`config.mk`:
```
export PLATFORM = sky130hd
export DESIGN_NAME = stall_ctrl
export DESIGN_NICKNAME = d
export VERILOG_FILES = /design/src/rtl/stall_ctrl.sv
export SDC_FILE = /design/constraint.sdc
export NUM_CORES = 1
export LEC_CHECK = 0
export ABC_AREA = 1
export CAP_MARGIN = 5
export CORE_MARGIN = 4
export CORE_UTILIZATION = 60
export CTS_CLUSTER_SIZE = 12
export DETAILED_ROUTE_END_ITERATION = 6
export PLACE_DENSITY = 0.87
export SLEW_MARGIN = 20
export SYNTH_ARGS = -nofsm -noshare
export SYNTH_HDL_FRONTEND = slang
export SYNTH_SLANG_ARGS = --single-unit
```
`constraint.sdc`:
```
create_clock -name clk -period 11.11 [get_ports clk]
set_input_delay 1.6665 -clock clk [delete_from_list [all_inputs] [get_ports clk]]
set_output_delay 1.6665 -clock clk [all_outputs]
set_load 0.005 [all_outputs]
```
`src/rtl/stall_ctrl.sv`:
```
// rtl/stall_ctrl.sv - pipeline stall vector, wrong-path fetch drop, stall counters and watchdog

// Saturating event counter with synchronous clear; clear wins over increment.
module stall_sat_cnt #(
  parameter int W = 32
) (
  input  logic         clk,
  input  logic         rst,
  input  logic         clr,
  input  logic         inc,
  output logic [W-1:0] cnt
);

  // Count qualifying cycles, sticking at all-ones.
  always_ff @(posedge clk or posedge rst) begin
    if (rst) begin
      cnt <= '0;
    end else if (clr) begin
      cnt <= '0;
    end else if (inc && (cnt != '1)) begin
      cnt <= cnt + 1'b1;
    end
  end

endmodule

module stall_ctrl #(
  parameter int CNT_W   = 32,
  parameter int TIMEOUT = 1024
) (
  input  logic             clk,
  input  logic             rst,
  input  logic             if_stall_req,
  input  logic             id_stall_req,
  input  logic             mem_stall_req,
  input  logic             jump_flag,
  input  logic             clr_cnt_i,
  output logic [4:0]       stall_signal,
  output logic             drop_fetch_o,
  output logic             timeout_o,
  output logic [CNT_W-1:0] stall_cnt_if,
  output logic [CNT_W-1:0] stall_cnt_id,
  output logic [CNT_W-1:0] stall_cnt_mem,
  output logic [CNT_W-1:0] jump_cnt
);

  localparam int RUN_W = $clog2(TIMEOUT + 1);
  localparam logic [RUN_W-1:0] RUN_MAX  = RUN_W'(TIMEOUT);
  localparam logic [RUN_W-1:0] RUN_LAST = RUN_W'(TIMEOUT - 1);

  typedef enum logic {
    ST_RUN   = 1'b0,
    ST_DRAIN = 1'b1
  } state_t;

  state_t           state;
  state_t           state_nxt;
  logic             jump_acc;
  logic             stalled;
  logic             win_if;
  logic             win_id;
  logic             win_mem;
  logic [RUN_W-1:0] run_len;

  // A jump is only taken once EX is free to move, i.e. MEM is not holding it.
  assign jump_acc = jump_flag && !mem_stall_req;

  // Fixed-priority stall vector: the deepest requesting stage freezes everything behind it.
  always_comb begin
    stall_signal = 5'b00000;
    if (mem_stall_req) begin
      stall_signal = 5'b11111;
    end else if (id_stall_req) begin
      stall_signal = 5'b00111;
    end else if (if_stall_req) begin
      stall_signal = 5'b00011;
    end
  end

  assign stalled = |stall_signal;

  // Exactly one cause is credited per stalled cycle: the one that won the priority.
  assign win_mem = mem_stall_req;
  assign win_id  = id_stall_req && !mem_stall_req;
  assign win_if  = if_stall_req && !id_stall_req && !mem_stall_req;

  // FSM state register.
  always_ff @(posedge clk or posedge rst) begin
    if (rst) begin
      state <= ST_RUN;
    end else begin
      state <= state_nxt;
    end
  end

  // Next state: enter DRAIN when a jump lands on an in-flight fetch, leave once that fetch returns.
  always_comb begin
    state_nxt = state;
    case (state)
      ST_RUN: begin
        if (jump_acc && if_stall_req) begin
          state_nxt = ST_DRAIN;
        end
      end
      ST_DRAIN: begin
        if (jump_acc) begin
          state_nxt = ST_DRAIN;
        end else if (!if_stall_req) begin
          state_nxt = ST_RUN;
        end
      end
      default: state_nxt = ST_RUN;
    endcase
  end

  // Moore output: the word returning while in DRAIN belongs to the abandoned path.
  always_comb begin
    drop_fetch_o = 1'b0;
    if (state == ST_DRAIN) begin
      drop_fetch_o = 1'b1;
    end
  end

  // Length of the current run of stalled cycles, capped at the trip point.
  always_ff @(posedge clk or posedge rst) begin
    if (rst) begin
      run_len <= '0;
    end else if (clr_cnt_i || !stalled) begin
      run_len <= '0;
    end else if (run_len != RUN_MAX) begin
      run_len <= run_len + 1'b1;
    end
  end

  // Sticky watchdog flag, set on the edge that completes TIMEOUT consecutive stalled cycles.
  always_ff @(posedge clk or posedge rst) begin
    if (rst) begin
      timeout_o <= 1'b0;
    end else if (clr_cnt_i) begin
      timeout_o <= 1'b0;
    end else if (stalled && (run_len == RUN_LAST)) begin
      timeout_o <= 1'b1;
    end
  end

  stall_sat_cnt #(.W(CNT_W)) u_cnt_if (
    .clk (clk),
    .rst (rst),
    .clr (clr_cnt_i),
    .inc (win_if),
    .cnt (stall_cnt_if)
  );

  stall_sat_cnt #(.W(CNT_W)) u_cnt_id (
    .clk (clk),
    .rst (rst),
    .clr (clr_cnt_i),
    .inc (win_id),
    .cnt (stall_cnt_id)
  );

  stall_sat_cnt #(.W(CNT_W)) u_cnt_mem (
    .clk (clk),
    .rst (rst),
    .clr (clr_cnt_i),
    .inc (win_mem),
    .cnt (stall_cnt_mem)
  );

  stall_sat_cnt #(.W(CNT_W)) u_cnt_jump (
    .clk (clk),
    .rst (rst),
    .clr (clr_cnt_i),
    .inc (jump_acc),
    .cnt (jump_cnt)
  );

endmodule
```
## Word-level counts from Yosys, hierarchy flattened

Cells that the tools add are included.

| cells by class | value |
|---|---|
| muxes and demuxes | 20 |
| equal/unequal tests | 6 |
| reductions and logical operators | 21 |
| bitwise gates (word level) | 1 |
| $add $sub $neg | 5 |

Operators with widths:

| operator | count |
|---|---|
| two-way mux 32 bit | 8 |
| adder 32 x 1 -> 32 bit (second input constant) | 4 |
| != test 32 bit (second input constant) | 4 |
| two-way mux 11 bit | 2 |
| nonzero test 2 bit | 6 |
| adder 11 x 1 -> 11 bit (second input constant) | 1 |
| equality test 11 x 10 -> 1 bit (second input constant) | 1 |
| != test 11 bit (second input constant) | 1 |
| logical AND 1 bit | 10 |
| two-way mux 1 bit | 6 |
| two-way mux 5 bit | 1 |
| OR reduction 5 bit | 1 |
| logical NOT 1 bit | 3 |
| two-way mux 3 bit | 1 |
| two-way mux 2 bit | 1 |
| case mux 1 bit (2 select lines) | 1 |
| logical OR 1 bit | 1 |
| inverter 1 bit | 1 |

| word-level totals | value |
|---|---|
| word-level logic and storage cells | 60 |
| output and inout port bits | 135 |
| flip-flop bits (word level) | 141 |

## Longest topological paths before layout

Gate-level depths: netlist of run 1.

| depth | value |
|---|---|
| word-level depth | 7 |
| depth in mapped cells | 12 |
| gate-level depth less buffers | 11 |

## Cells and area by module

From an unflattened synthesis of run 1, not the netlist that was laid out.

| unflattened totals | value |
|---|---|
| cell total of the unflattened synthesis | 1,551 |
| area total of the unflattened synthesis | 9,900.7 µm² |

By module, submodules not included:

| module | cells an instance | area each (µm²) | times used |
|---|---|---|---|
| stall_sat_cnt | 360 | 2,274.7 | 4 |
| stall_ctrl | 111 | 802.0 | 1 |

## Least setup slack after synthesis of run 1

No wires, ideal clock.

| timing | value |
|---|---|
| path type | input port to output port |
| from | input port mem_stall_req |
| to | output port stall_signal[1] |
| data required time | 9,444 ps |
| cell stages on the path | 3 |
| arrival time | 2,041 ps |
| setup slack | 7,402 ps |
| cells stage by stage | inv_1 nand3_1 buf_4 |

| on the way | value |
|---|---|
| word-level cells in the longest chain between the ends | 1 |

RTL lines:

| element | line | source |
|---|---|---|
| start, declared | 35 | `input logic mem_stall_req,` |
| two-way mux 5 bit | 71 | `if (mem_stall_req) begin` |
| end, declared | 38 | `output logic [4:0] stall_signal,` |

No other way between the ends.

## Final worst setup path of run 1

| timing | value |
|---|---|
| from | input port mem_stall_req |
| to | output port stall_signal[0] |

The elaborated chain is that of the path after synthesis.

==> metrics.txt, run 1 <==
status complete, no violations; H-tree Lvls 4; HPWL Detailed roughly 18000 um; Sequential cell area about 3500 um2; Ports between 100 and 150; cell area power density 104 nW/um2; Starting Density just over 60%; setup TNS 0 ps; Max Slew Vio Count 0; slew margin rel. a little over a third; initial antenna violation count 0; maximum VDD drop ~0.00012 V; Post-Layout Cell Count 1792; Clk Tree Root Cell clkbuf_16; total number of vias between 9000 and 10000; 1st-iter DRT viols slightly below 1000; fin crit period ~4800 ps; Warnings, synthesis 0; Setup-failing EPs final 0; Hold-fix buffers, CTS 0; placed cell count about 1800; CP required 9440 ps; vias in the first global route about 9300; Max FO, Critical Path 6; core footprint 15300 um2; Multi-input gate area between 5000 and 6000 um2; overall power between 0.001 and 0.0015 W; drt pass-1 iters 5; async set-reset flop share out of synthesis between 90% and 100%; Yosys top cell by area dfrtp_1; max cap viols 0; post-route ant nets 0; Sink Count around 140; CTS resizes 0; dominant cell by count in the synthesized netlist nand2_1; pin count of the biggest net entering global routing 83; postcts setup bufs 0; Most used DFF post-synth dfrtp_1; TritonCTS clock tree built; clk_skew approximately 14 ps; die area 17900 um2; # fillers ~1200; Synth-to-Final Area Change 21.8%; IO Port Bufs between 100 and 150; Fmax 0.207 GHz; final WL 26300 um; syn nets 1456; first-pass GRT wire length about 44000 um; WS Path Type primary input to output pin; most frequent cells after synthesis 532 x nand2_1, 228 x nor2_1, 168 x nand3_1; CP Data Arrival Time approximately 3200 ps; grt total ovfl 0; nets 1581; row count 45; Vias/cell about 5.6; n_diodes 0; GRT Util Overall between 20% and 30%; WL/cell about 15 um; Final Hold Viols 0; min-delay worst type flop to flop; Synth cell types 38; Die H approximately 130 um; share of layout cells above drive strength 1 under 10%; fin crit share 43.6%; synthesized instance count ~1400; crit end category output pin; Worst setup SP type primary input; RePlAce Congestion 0.951; DIE WIDTH around 130 um; CTS Buffer Depth 2; EDFF count, synth 0; DR DRC count 0; Slew @ Worst Pin 965 ps; Synth top area share between 30% and 40%; Core Util, Final 75.4%; Yosys reg bits ~140; clk_lat worst skew roughly 440 ps; clock buffer count from CTS 17; Avg Inst Size Synth between 6 and 7 um2; mapped cell area 9480 um2; RSZ-0062 raised after global routing false; clock slew at reported path FFs roughly 60 ps; Seq/Total Area, Yosys between 30% and 40%; leak pwr a little under 5 nW; top cells by area, synth dfrtp_1 37%, nand2_1 21%, nor2_1 9.0%
[worst paths after layout]
kind,from,cells after the start,slack [ps],endpoint
max,mem_stall_req,4,6270,stall_signal[0]
min,timeout_o,2,510,timeout_o
max reg2reg,u_cnt_if.cnt[1],10,8540,u_cnt_if.cnt[9]
min reg2reg,timeout_o,2,510,timeout_o
max in group asynchronous,rst,3,8030,u_cnt_if.cnt[31]
min in group asynchronous,rst,2,1690,u_cnt_jump.cnt[18]
[area by class of cell]
| type | instances | area share [%] |
|---|---|---|
| Multi-Input combinational cell | 1151 | 45.6 |
| Tap cell | 211 | 2.29 |
| Clock buffer | 22 | 4.20 |
| Inverter | 113 | 3.75 |
| Clock inverter | 10 | 1.18 |
| Sequential cell | 141 | 30.6 |
| Timing Repair Buffer | 144 | 12.4 |
[through the flow]
step,setup slack (ps),hold slack (ps),instance area (um2)
finish,6270,514,11500
global route,6210,546,11500
CTS,6240,518,11500
detailed placement,6240,509,10900
global placement,6290,510,10900
floorplan,5660,496,9480
[kinds of logic (layout without fill, tap and decap cells)]
kind of cell	count (synthesis)	after routing	share of synthesized area (%)
simple gates	993	993	44.2
buf+inv	151	289	7.20
flops	141	141	37.2
compound gates	99	99	5.69
xor+xnor	50	50	4.62
fa+ha+maj	7	7	0.898
mux	2	2	0.211
[layer usage]
| metal | track usage, % | routed length [um] |
|---|---|---|
| met1 | 39.2 | 11000 |
| met2 | 49.2 | 12600 |
| met3 | 6.50 | 2070 |
| met4 | 10.6 | 650 |
| met5 | 0 | 0 |
[critical path, stage by stage]
cell             delay, ps
clkdlybuf4s50_1        620
inv_1                  140
nand3_1                200
clkdlybuf4s50_1        550
[report_power, final]
| part | internal, W | switching (W) |
|---|---|---|
| sequential | 0.000520 | 0.00000860 |
| combinational | 0.0000173 | 0.0000490 |
| clock | 0.000376 | 0.000228 |
| total | 0.000913 | 0.000285 |
[registers in the layout, indices dropped and copies added, names as in the netlist]
signal,cells
u_cnt_mem.cnt,32
timeout_o,1
u_cnt_id.cnt,32
u_cnt_if.cnt,32
run_len,11
u_cnt_jump.cnt,32
state,1
[layout by cell type, fill, tap and decap left out, types with 5 or more instances in the layout]
cell type,netlist,layout
xor2_1,30,30
ha_1,6,6
o21ai_0,57,57
xnor2_1,20,20
clkbuf_16,0,17
nor2_4,5,5
dfrtp_1,141,141
nor2_2,6,6
inv_1,112,110
nor3_1,10,10
nand4_1,11,11
a21oi_1,15,15
nor2_1,228,228
nand2_4,5,5
nand2_1,532,532
clkdlybuf4s50_1,0,140
nand2_2,13,13
o21bai_1,12,12
o21ai_1,8,8
nand3_1,168,168
No activity file was read; power rests on OpenSTA's default activity.
==> run 2: changes to the inputs <==
Settings changed: CORE_UTILIZATION 60 to 55, PLACE_DENSITY 0.87 to 0.81.
Clock period 11.11 ns to 5 ns, I/O delays scaled along.
==> metrics.txt, run 2 (same netlist as run 1, synthesis figures left out) <==
pre-CTS setup slack around 1900 ps; grt total ovfl 0; Hold-fix buffers, CTS 0; CP Data Arrival Time about 2300 ps; CP required between 4000 and 5000 ps; RSZ-0062 raised after global routing false; WL/cell roughly 15 um; maximum VDD drop 0.000261 V; # fillers between 1500 and 2000; postcts setup bufs 0; slew margin rel. slightly below 50%; Sink Count ~140; 1st-iter DRT viols between 600 and 700; leak pwr 4.83 nW; Seq pwr share between 40% and 50%; Ports 142; RePlAce Congestion 0.945; crit end category output pin; Max FO, Critical Path 6; switching power total 0.000618 W; Setup-failing EPs final 0; nets approximately 1600; Int Pwr 0.00198 W; Slew @ Worst Pin 769 ps; Reg-to-Reg Start u_cnt_if.cnt[1]; die area approximately 19000 um2; Core Util, Final about 69%; leading cell type in the layout, fill and taps excluded nand2_1; initial antenna violation count 0; r2r worst-path depth 10; n_diodes 0; clock slew at reported path FFs around 60 ps; drt pass-1 iters 5; row count between 40 and 50; core footprint 16800 um2; fin crit period 3080 ps; TritonCTS clock tree built; Starting Density a little under three fifths; total number of vias 9791; clk_skew 9.53 ps; min-delay worst type flop to flop; share of layout cells above drive strength 1 ~4.5%; power share of the clock group roughly 49%; HPWL Detailed about 19000 um; H-tree Lvls 4; GRT Util Overall ~28%; Die H 139 um; fin crit share between 60% and 70%; Synth-to-Final Area Change 21.7%; max cap viols 0; final WL between 20000 and 30000 um; most frequent cells in the layout 532 x nand2_1, 228 x nor2_1, 168 x nand3_1, 141 x dfrtp_1, 140 x clkdlybuf4s50_1; vias in the first global route around 9100; first-pass GRT wire length roughly 45000 um; Worst Setup SP mem_stall_req; switching share of power roughly a quarter; CTS resizes 0; CTS Buffer Depth 2; Gate power share 5.9%; setup ws final between 1500 and 2000 ps; worst reg-to-reg setup slack between 2000 and 3000 ps; DR DRC count 0; clk_lat worst skew roughly 430 ps; IO Port Bufs between 100 and 150; DIE WIDTH between 100 and 150 um; r2r endpoint u_cnt_if.cnt[9]; post-route ant nets 0; WS Path Type primary input to output pin; setup TNS 0 ps; Fmax approximately 0.32 GHz; Vias/cell approximately 5.4; Final Hold Viols 0; Clk Tree Root Cell clkbuf_16; clock buffer count from CTS 17; pin count of the biggest net entering global routing 81; placed cell count roughly 1800; Worst setup SP type primary input; Setup crit end stall_signal[1]; Max Slew Vio Count 0; status complete, no violations; Post-Layout Cell Count 1804; cell area power density 225 nW/um2
## run 2: cell count changes in the layout (fill, tap and decap cells not counted), sizes merged
cell	previous run	this run
clkbuf	22	26
clkinv	5	4
clkinvlp	3	1
buf	4	7
bufinv	3	2
## run 2: worst min-delay path by stage
stage                       endpoint        from  depth (start not counted)  slack (ps)
after floorplan           run_len[7]  run_len[7]                          1         500
after global placement     timeout_o   timeout_o                          2         510
after detailed placement   timeout_o   timeout_o                          2         530
after CTS                  timeout_o   timeout_o                          2         540
after global routing      run_len[7]  run_len[7]                          1         570
final                      timeout_o   timeout_o                          2         530
## run 2: area by class of cell
type | count | area, um2 | area share [%]
clock buffer | 26 | 499 | 4.33
clock inverter | 6 | 82.6 | 0.716
inverter | 113 | 433 | 3.75
multi-input combinational | 1151 | 5270 | 45.7
sequential | 141 | 3530 | 30.6
tap | 220 | 275 | 2.39
timing repair buffer | 147 | 1450 | 12.6
## run 2: power groups by stage
stage          combinational (W)  clock, W  sequential, W
2_1_floorplan           0.000110         0        0.00119
3_3_place_gp            0.000151         0        0.00119
3_5_place_dp            0.000156         0        0.00119
4_1_cts                 0.000156   0.00128        0.00117
5_1_grt                 0.000174   0.00134        0.00118
6_report                0.000154   0.00127        0.00117
## run 2: worst max-delay path, stage by stage
cell	delay [ps]
clkdlybuf4s50_1	640
inv_1	160
nand3_1	220
clkdlybuf4s50_1	550
## run 2: through the flow
step,power [W],hold slack [ps],cell area [um2]
finish,0.00260,531,11500
detailed placement,0.00135,532,11000
global route,0.00269,570,11500
global placement,0.00134,512,11000
floorplan,0.00130,496,9480
CTS,0.00261,540,11500
## run 2: layer usage
metal | track usage [%] | vias to the layer above | part of all wire, %
met5 | 0 | - | 0
met4 | 7.26 | 0 | 1.7
met3 | 4.63 | 43 | 6.4
met2 | 46.8 | 349 | 48
met1 | 37.0 | 4578 | 44
li1 | - | 4821 | -
==> run 3: changes to the inputs <==
Settings changed: CORE_UTILIZATION 55 to 50, PLACE_DENSITY 0.81 to 0.78.
Clock period 5 ns to 2.8 ns, I/O delays scaled along.
==> metrics.txt, run 3 (same netlist as run 1, synthesis figures left out) <==
Clk Tree Root Cell clkbuf_16; GRT Util Overall between 20% and 30%; clk_skew ~12 ps; Max FO, Critical Path 31; fin crit period about 2300 ps; status complete, no violations; row count 50; setup TNS 0 ps; share of layout cells above drive strength 1 under 10%; post-route ant nets 0; postcts setup bufs 0; TritonCTS clock tree built; CP max-delay cell dfrtp_1; Final Hold Viols 0; pin count of the biggest net entering global routing 78; first-pass GRT wire length ~44000 um; H-tree Lvls 4; total number of vias approximately 9800; Setup-failing EPs final 0; Die H 146 um; Vias/cell 5.38; clock slew at reported path FFs around 60 ps; crit end category flop; fin crit share a little over four fifths; die area approximately 21000 um2; Hold-fix buffers, CTS 0; nets between 1500 and 2000; Worst setup SP type flop; maximum VDD drop 0.000480 V; CTS resizes 0; 1st-iter DRT viols ~750; max cap viols 0; Synth-to-Final Area Change 23.5%; leak pwr roughly 4.9 nW; CTS Buffer Depth 2; initial antenna violation count 0; Starting Density between 50% and 60%; WP buf/inv 0; worst-path cell chain ha_1 > nand2_2 > nor2_4 > nand2_4 > nor2_8 > nand3_4 > nand2_4 > nand2_2 > o21ai_0; min-delay worst type primary input to asynchronous set/reset pin; # fillers roughly 1700; slew margin rel. about 51%; cell family contributing the most delay on the critical path simple AND/OR/NAND/NOR gates; Slew @ Worst Pin 735 ps; pre-CTS setup slack 412 ps; Fmax 0.429 GHz; RePlAce Congestion 0.972; IO Port Bufs about 140; Sink Count around 140; n_diodes 0; Max Slew Vio Count 0; vias in the first global route between 8000 and 9000; clk_lat worst skew between 400 and 500 ps; WL/cell between 10 and 15 um; clock buffer count from CTS 17; core footprint between 15000 and 20000 um2; RSZ-0062 raised after global routing false; WS Path Type flop to flop; DR DRC count 0; Ports 142; CP max stage delay 450 ps; CP required ~3100 ps; most frequent cells in the layout 532 x nand2_1, 228 x nor2_1, 168 x nand3_1, 141 x dfrtp_1, 140 x clkdlybuf4s50_1; drt pass-1 iters 5; grt total ovfl 0; setup ws final 468 ps; leading cell type in the layout, fill and taps excluded nand2_1; cell area power density approximately 420 nW/um2; final WL between 20000 and 30000 um; CP Data Arrival Time ~2700 ps; DIE WIDTH around 150 um; HPWL Detailed 18900 um
==> run 3: cell types whose count changed in the layout (fill, tap and decap cells not counted), sizes merged <==
| cell | delta |
|---|---|
| clkinv | +1 |
| buf | +6 |
| clkbuf | -6 |
| clkinvlp | +1 |
| bufinv | +4 |
==> run 3: final timing paths <==
check	from	endpoint	slack, ps	cells past startpoint
max in group asynchronous	rst	u_cnt_if.cnt[28]	1970	3
min in group clk	timeout_o	timeout_o	520	2
worst max-delay path	u_cnt_id.cnt[1]	u_cnt_id.cnt[5]	470	9
worst min register to register	timeout_o	timeout_o	520	2
worst max register to register	u_cnt_id.cnt[1]	u_cnt_id.cnt[5]	470	9
worst min-delay path	rst	u_cnt_jump.cnt[11]	460	3
==> run 3: where the power goes <==
group	internal, W	leakage, nW	switching (W)	total, W
registers	0.00206	1.96	0.0000323	0.00209
logic	0.0000805	2.62	0.000201	0.000282
clock network	0.00169	0.324	0.000894	0.00258
==> run 3: worst reg2reg max path, delay by kind of cell, from the launching register on <==
family | cells | cell delay [ps]
simple gates | 7 | 1240
fa+ha+maj | 1 | 260
compound gates | 1 | 280
flops | 1 | 450
==> run 3: per-layer routing <==
metal	share of wire (%)	up-vias	GRT usage, %	routed length [um]
met1	44	4558	32.5	11700
met3	7.0	33	4.83	1880
li1	-	4846	-	-
met2	48	371	42.0	12900
met5	0	-	0	0
met4	1.4	0	7.55	387
==> run 3: cell type report <==
cell class | instances | area [um2] | share of cell area, %
inverter | 113 | 433 | 3.70
sequential | 141 | 3530 | 30.1
multi-input combinational | 1151 | 5270 | 45.0
timing repair buffer | 153 | 1520 | 13.0
clock inverter | 12 | 216 | 1.85
clock buffer | 20 | 447 | 3.82
tap | 234 | 293 | 2.50
==> run 3: stage by stage <==
stage          util [%]  hold WS (ps)  cells  cell area [um2]  power [W]
6_report           62.8           457   1824            11700    0.00496
5_1_grt            62.8           487   1824            11700    0.00512
2_1_floorplan         -           496   1443             9480    0.00232
4_1_cts            62.8           477   1824            11700    0.00499
3_5_place_dp       59.2           519   1792            11000    0.00242
3_3_place_gp       59.2           509   1792            11000    0.00241
